===== src/rtl/ppu_pkg.sv =====
// Shared PPU sprite-rendering types and constants.
// Slots hold pattern bytes already flipped, so shifters always run MSB-first.
package ppu_pkg;

  localparam int ATTR_PAL   = 0;   // LSB of the 2-bit palette field
  localparam int ATTR_PRIO  = 5;
  localparam int ATTR_FLIPH = 6;
  localparam int VISIBLE_W  = 256;

  typedef struct packed {
    logic [7:0] pat_lo;
    logic [7:0] pat_hi;
    logic [7:0] attr;
    logic [7:0] x;
    logic       zero;
  } spr_slot_t;

  // Empty slot: transparent pattern, parked at the far right.
  localparam spr_slot_t SLOT_EMPTY = '{
    pat_lo: 8'h00,
    pat_hi: 8'h00,
    attr:   8'h00,
    x:      8'hFF,
    zero:   1'b0
  };

  function automatic logic [7:0] bit_rev8(input logic [7:0] b);
    logic [7:0] r;
    for (int i = 0; i < 8; i++) begin
      r[i] = b[7-i];
    end
    return r;
  endfunction

endpackage


===== src/rtl/ppu_spr_render_if.sv =====
// Sprite load bus from the pattern-fetch stage into the renderer staging set.
interface ppu_spr_render_if;

  logic       load_en;
  logic [2:0] load_slot;
  logic [7:0] load_pat_lo;
  logic [7:0] load_pat_hi;
  logic [7:0] load_attr;
  logic [7:0] load_x;
  logic       load_zero;

  modport master (
    output load_en, load_slot, load_pat_lo, load_pat_hi,
           load_attr, load_x, load_zero
  );

  modport slave (
    input  load_en, load_slot, load_pat_lo, load_pat_hi,
           load_attr, load_x, load_zero
  );

endinterface


===== src/rtl/ppu_spr_slot.sv =====
// One active sprite slot: X down-counter plus two MSB-first pattern shifters.
module ppu_spr_slot
  import ppu_pkg::*;
(
  input  logic      clk,
  input  logic      reset,
  input  logic      commit,
  input  spr_slot_t commit_data,
  input  logic      tick,
  output logic [1:0] px,
  output logic [1:0] pal,
  output logic       prio,
  output logic       zero
);

  spr_slot_t slot_reg;

  always_ff @(posedge clk) begin
    if (reset) begin
      slot_reg <= SLOT_EMPTY;
    end else if (commit) begin
      slot_reg <= commit_data;
    end else if (tick) begin
      if (slot_reg.x != 8'd0) begin
        slot_reg.x <= slot_reg.x - 8'd1;
      end else begin
        slot_reg.pat_lo <= {slot_reg.pat_lo[6:0], 1'b0};
        slot_reg.pat_hi <= {slot_reg.pat_hi[6:0], 1'b0};
      end
    end
  end

  // The pixel only exists once the counter has reached the sprite's column.
  assign px   = (slot_reg.x == 8'd0) ? {slot_reg.pat_hi[7], slot_reg.pat_lo[7]} : 2'b00;
  assign pal  = slot_reg.attr[ATTR_PAL +: 2];
  assign prio = slot_reg.attr[ATTR_PRIO];
  assign zero = slot_reg.zero;

  logic attr_unused;
  assign attr_unused = ^{slot_reg.attr[7:6], slot_reg.attr[4:2]};

endmodule


===== src/rtl/ppu_spr_render.sv =====
// Sprite staging/commit, per-pixel priority encoder, background mux and
// sticky sprite-0 hit flag.
module ppu_spr_render
  import ppu_pkg::*;
#(
  parameter int N_SLOTS = 8
) (
  input  logic                   clk,
  input  logic                   reset,
  input  logic                   pixel_tick,
  input  logic [9:0]             DrawX,
  input  logic                   line_start,
  ppu_spr_render_if.slave        ld,
  input  logic                   spr_en,
  input  logic [3:0]             bg_px,
  input  logic                   clear_hit,
  output logic [4:0]             color_code,
  output logic                   priority_bit,
  output logic                   spr0_hit
);

  spr_slot_t stage_reg [N_SLOTS];
  spr_slot_t load_entry;

  logic       visible;
  logic       px_tick;
  logic       bg_opaque;

  logic [1:0]         slot_px  [N_SLOTS];
  logic [1:0]         slot_pal [N_SLOTS];
  logic [N_SLOTS-1:0] slot_prio;
  logic [N_SLOTS-1:0] slot_zero;
  logic [N_SLOTS-1:0] slot_opaque;
  logic [N_SLOTS-1:0] slot_vis;

  logic       win_found;
  logic [1:0] win_px;
  logic [1:0] win_pal;
  logic       win_prio;
  logic       hit_now;

  logic [4:0] cc_reg, cc_next;
  logic       prio_reg, prio_next;
  logic       hit_reg;

  assign visible   = (DrawX < 10'(VISIBLE_W));
  // A tick coinciding with line_start is swallowed by the commit.
  assign px_tick   = pixel_tick && visible && !line_start;
  assign bg_opaque = (bg_px[1:0] != 2'b00);

  always_comb begin
    load_entry.attr   = ld.load_attr;
    load_entry.x      = ld.load_x;
    load_entry.zero   = ld.load_zero;
    load_entry.pat_lo = ld.load_pat_lo;
    load_entry.pat_hi = ld.load_pat_hi;
    if (ld.load_attr[ATTR_FLIPH]) begin
      load_entry.pat_lo = bit_rev8(ld.load_pat_lo);
      load_entry.pat_hi = bit_rev8(ld.load_pat_hi);
    end
  end

  // Clear-on-commit first, then the load, so a same-cycle load survives.
  always_ff @(posedge clk) begin
    if (reset) begin
      for (int i = 0; i < N_SLOTS; i++) begin
        stage_reg[i] <= SLOT_EMPTY;
      end
    end else begin
      if (line_start) begin
        for (int i = 0; i < N_SLOTS; i++) begin
          stage_reg[i] <= SLOT_EMPTY;
        end
      end
      if (ld.load_en) begin
        stage_reg[ld.load_slot] <= load_entry;
      end
    end
  end

  generate
    for (genvar gi = 0; gi < N_SLOTS; gi++) begin : g_slot
      ppu_spr_slot u_slot (
        .clk         (clk),
        .reset       (reset),
        .commit      (line_start),
        .commit_data (stage_reg[gi]),
        .tick        (px_tick),
        .px          (slot_px[gi]),
        .pal         (slot_pal[gi]),
        .prio        (slot_prio[gi]),
        .zero        (slot_zero[gi])
      );
      assign slot_opaque[gi] = (slot_px[gi] != 2'b00);
    end
  endgenerate

  assign slot_vis = slot_opaque & {N_SLOTS{spr_en}};

  // Scan high to low so the lowest-index opaque slot is the last to win.
  always_comb begin
    win_found = 1'b0;
    win_px    = 2'b00;
    win_pal   = 2'b00;
    win_prio  = 1'b0;
    for (int i = N_SLOTS - 1; i >= 0; i--) begin
      if (slot_vis[i]) begin
        win_found = 1'b1;
        win_px    = slot_px[i];
        win_pal   = slot_pal[i];
        win_prio  = slot_prio[i];
      end
    end
  end

  always_comb begin
    cc_next   = 5'h00;
    prio_next = 1'b0;
    if (win_found && (!win_prio || !bg_opaque)) begin
      cc_next   = {1'b1, win_pal, win_px};
      prio_next = 1'b1;
    end else if (bg_opaque) begin
      cc_next   = {1'b0, bg_px};
      prio_next = 1'b0;
    end
  end

  // Any opaque sprite-0 pixel counts, even when a lower slot wins the mux.
  assign hit_now = spr_en && |(slot_vis & slot_zero) && bg_opaque &&
                   (DrawX != 10'(VISIBLE_W - 1));

  always_ff @(posedge clk) begin
    if (reset) begin
      cc_reg   <= 5'h00;
      prio_reg <= 1'b0;
    end else if (px_tick) begin
      cc_reg   <= cc_next;
      prio_reg <= prio_next;
    end
  end

  always_ff @(posedge clk) begin
    if (reset || clear_hit) begin
      hit_reg <= 1'b0;
    end else if (px_tick && hit_now) begin
      hit_reg <= 1'b1;
    end
  end

  assign color_code   = cc_reg;
  assign priority_bit = prio_reg;
  assign spr0_hit     = hit_reg;

endmodule


===== src/flat_wrapper.sv =====
// flat-port wrapper written by rule: the top's interface ports become plain ports
module ppu_spr_render_flat import ppu_pkg::*;
#(
  parameter int N_SLOTS = 8
)
  (clk, reset, pixel_tick, DrawX, line_start, spr_en, bg_px, clear_hit, color_code, priority_bit, spr0_hit, ld_load_en, ld_load_slot, ld_load_pat_lo, ld_load_pat_hi, ld_load_attr, ld_load_x, ld_load_zero);
  ppu_spr_render_if ld_i ();
  input  logic clk;
  input  logic reset;
  input  logic pixel_tick;
  input  logic [9:0] DrawX;
  input  logic line_start;
  input  logic spr_en;
  input  logic [3:0] bg_px;
  input  logic clear_hit;
  output logic [4:0] color_code;
  output logic priority_bit;
  output logic spr0_hit;
  input wire logic [$bits(ld_i.load_en)-1:0] ld_load_en;
  input wire logic [$bits(ld_i.load_slot)-1:0] ld_load_slot;
  input wire logic [$bits(ld_i.load_pat_lo)-1:0] ld_load_pat_lo;
  input wire logic [$bits(ld_i.load_pat_hi)-1:0] ld_load_pat_hi;
  input wire logic [$bits(ld_i.load_attr)-1:0] ld_load_attr;
  input wire logic [$bits(ld_i.load_x)-1:0] ld_load_x;
  input wire logic [$bits(ld_i.load_zero)-1:0] ld_load_zero;
  assign ld_i.load_en = ld_load_en;
  assign ld_i.load_slot = ld_load_slot;
  assign ld_i.load_pat_lo = ld_load_pat_lo;
  assign ld_i.load_pat_hi = ld_load_pat_hi;
  assign ld_i.load_attr = ld_load_attr;
  assign ld_i.load_x = ld_load_x;
  assign ld_i.load_zero = ld_load_zero;
  ppu_spr_render #(.N_SLOTS(N_SLOTS)) u_core (.clk(clk), .reset(reset), .pixel_tick(pixel_tick), .DrawX(DrawX), .line_start(line_start), .ld(ld_i), .spr_en(spr_en), .bg_px(bg_px), .clear_hit(clear_hit), .color_code(color_code), .priority_bit(priority_bit), .spr0_hit(spr0_hit));
endmodule

===== config.mk =====
export PLATFORM = sky130hd
export DESIGN_NAME = ppu_spr_render_flat
export DESIGN_NICKNAME = d
export VERILOG_FILES = /design/src/rtl/ppu_pkg.sv /design/src/rtl/ppu_spr_render_if.sv /design/src/rtl/ppu_spr_slot.sv /design/src/rtl/ppu_spr_render.sv /design/src/flat_wrapper.sv
export SDC_FILE = /design/constraint.sdc
export NUM_CORES = 1
export LEC_CHECK = 0
export ABC_CLOCK_PERIOD_IN_PS = 5800
export BUFFER_PORTS_ARGS = -buffer_cell sky130_fd_sc_hd__buf_2
export CAP_MARGIN = 20
export CORE_MARGIN = 8
export CORE_UTILIZATION = 50
export DETAILED_ROUTE_END_ITERATION = 10
export HOLD_SLACK_MARGIN = 0.05
export PLACE_DENSITY = 0.77
export REMOVE_ABC_BUFFERS = 1
export SLEW_MARGIN = 20
export SYNTH_ARGS = -nofsm -noshare
export SYNTH_HDL_FRONTEND = slang
export SYNTH_HIERARCHICAL = 1
export SYNTH_SLANG_ARGS = --single-unit

===== constraint.sdc =====
create_clock -name clk -period 5.8 [get_ports clk]
set_input_delay 0.29 -clock clk [delete_from_list [all_inputs] [get_ports clk]]
set_output_delay 0.29 -clock clk [all_outputs]
set_load 0.01 [all_outputs]

==> metrics.md <==
| Metric | Value |
|---|---|
| Status | complete, no violations |
| Drc violations | 0 |
| Row cnt | 76 |
| Grt ovf | 0 |
| Critical Path, Cell by Cell | inv_1 > ha_1 > or3b_1 > nor2_1 > and2_1 > o21ai_2 > a31oi_1 > o221ai_1 > a21oi_2 > nor4b_1 > a311o_1 |
| Worst-Skew Late Latency | 560 ps |
| Rel. slew slack | 22.7% |
| Slowest cell on the critical path | nor2_1 |
| Port Buf Inserts | 59 |
| Layout cells sized above 1 | 16.1% |
| Syn avg cell area | 10.5 sq um |
| Most frequent cells in the layout | nor2_1, dfxtp_1, edfxtp_1 |
| Final max-slew violation count | 0 |
| Final Hold Fails | 0 |
| CTS buffer count | 46 |
| Core footprint | 42,700 sq um |
| First-pass GRT wire length | 82.2 mm |
| Post-Place Cell Area | 21,800 sq um |
| Critical path buffer and inverter count | 1 |
| Max reg flops | 224 |
| Setup crit end kind | register |
| Antenna violations before repair | 5 |
| Final Setup Violations | 0 |
| PostCTS Resize Cnt | 0 |
| Switch share | 23.0% |
| Initial Util | 50.3% |
| Clock Skew | 9.35 ps |
| CTS tree | done |
| Combinational power share | 7.6% |
| CTS root buf | clkbuf_16 |
| Mapped cell area | 21,500 sq um |
| Clock Sinks | 454 |
| All-layer global routing usage | 20.4% |
| Commonest non-fill, non-tap cell in the layout | nor2_1 |
| Wire length per cell | 20.1 um |
| Max stage delay on crit path | 530 ps |
| Worst EP arrival | 3860 ps |
| Critical path's top delay family | simple AND/OR/NAND/NOR gates |
| 1st-pass router iterations | 5 |
| Clock-pin slew on the worst setup and hold paths | 60 ps |
| Die Area | 49,800 sq um |
| Startpoint Class | register |
| Yosys warns | 6 |
| Maxcap violations | 0 |
| Dpl hpwl | 33.2 mm |
| Routability cong. | 0.863 |
| Power Internal | 5650 uW |
| Die Wd | 223 um |
| DRT iter0 DRCs | 1,327 |
| Psw | 1690 uW |
| Worst slew pin tran | 1140 ps |
| HP Class | in2reg |
| Routed via count | 15,870 |
| Bufs on Longest Clock Path | 3 |
| I/O Pins | 64 |
| Final setup TNS | 0 ps |
| Fill cells | 3,549 |
| Period utilisation layout | 58.9% |
| Worst EP required | 6240 ps |
| Peak VDD IR | 230 uV |
| Leak Pwr | 0.00853 uW |
| CP Class | reg2reg |
| Setup bufs post-CTS | 0 |
| Die height | 223 um |
| Vias per inst | 6.12 |
| Routed wire length | 52.1 mm |
| Largest net degree at the start of global routing | 85 |
| Max Fclk | 293 MHz |
| Unrepaired setup endpoints after global routing | no |
| Detail Route Antenna Nets | 0 |
| Cell count after synthesis | 2,037 |
| # nets final | 2,085 |
| Clock power share | 42.8% |
| Final instance area | 23,500 sq um |
| Power Density | 313 nW/um^2 |
| Vias in the first global route | 15,448 |
| Reg power frac | 49.6% |
| Post-layout min period | 3420 ps |
| Cts hold-fix bufs | 2 |
| CP max FO | 8 |
| P&R area growth vs syn | 9.28% |
| H-tree levels | 2 |
[worst min-delay path: cells and delay by family]
family	cells	cell delay, ps
compound gates	1	140
buf+inv	1	90
simple gates	2	130
[power by group through the flow]
| stage | Combinational (uW) | Clock [uW] | Sequential, uW |
|---|---|---|---|
| 4_1_cts | 557 | 3190 | 3640 |
| 5_1_grt | 608 | 3310 | 3660 |
| 2_1_floorplan | 313 | 0 | 3680 |
| 6_report | 560 | 3140 | 3640 |
| 3_3_place_gp | 532 | 0 | 3700 |
| 3_5_place_dp | 553 | 0 | 3710 |
[final timing paths]
| kind | startpoint | end | slack, ps | cells after the start |
|---|---|---|---|---|
| worst max-delay path | u_core/g_slot[0].u_slot/slot_reg[1] | u_core/color_code[0] | 2380 | 11 |
| worst min-delay path | bg_px[3] | u_core/color_code[3] | 120 | 4 |
| worst max register to register | u_core/g_slot[0].u_slot/slot_reg[1] | u_core/color_code[0] | 2380 | 11 |
| worst min register to register | u_core/stage_reg[1][2] | u_core/g_slot[1].u_slot/slot_reg[2] | 460 | 2 |
[stage by stage]
| step | total power, uW | hold WS (ps) | cells | worst slack, ps | util [%] |
|---|---|---|---|---|---|
| floorplan | 3990 | 359 | 1867 | 1720 | - |
| global placement | 4230 | 445 | 2508 | 2200 | 51.1 |
| detailed placement | 4260 | 453 | 2508 | 2090 | 51.1 |
| CTS | 7380 | 96.0 | 2592 | 2420 | 54.9 |
| global route | 7580 | 144 | 2593 | 2180 | 54.9 |
| finish | 7350 | 116 | 2595 | 2380 | 54.9 |
[per-layer routing]
layer	vias to the layer above	track usage [%]	part of all wire, %
met4	4	6.31	2.4
li1	7436	-	-
met3	94	3.30	6.7
met2	546	35.1	49
met5	-	0	0.048
met1	7790	25.9	42
[final cells by class]
type	count	area (sq um)	share of cell area (%)
diodes	3	7.51	0.0320
flip-flops and latches	454	11300	48.3
well taps	546	683	2.91
repair buffers	97	606	2.58
clock buffers	60	1290	5.48
clock inverters	22	313	1.33
multi-input cells	1349	8990	38.3
inverters	64	241	1.03
No activity file was read; power rests on OpenSTA's default activity.
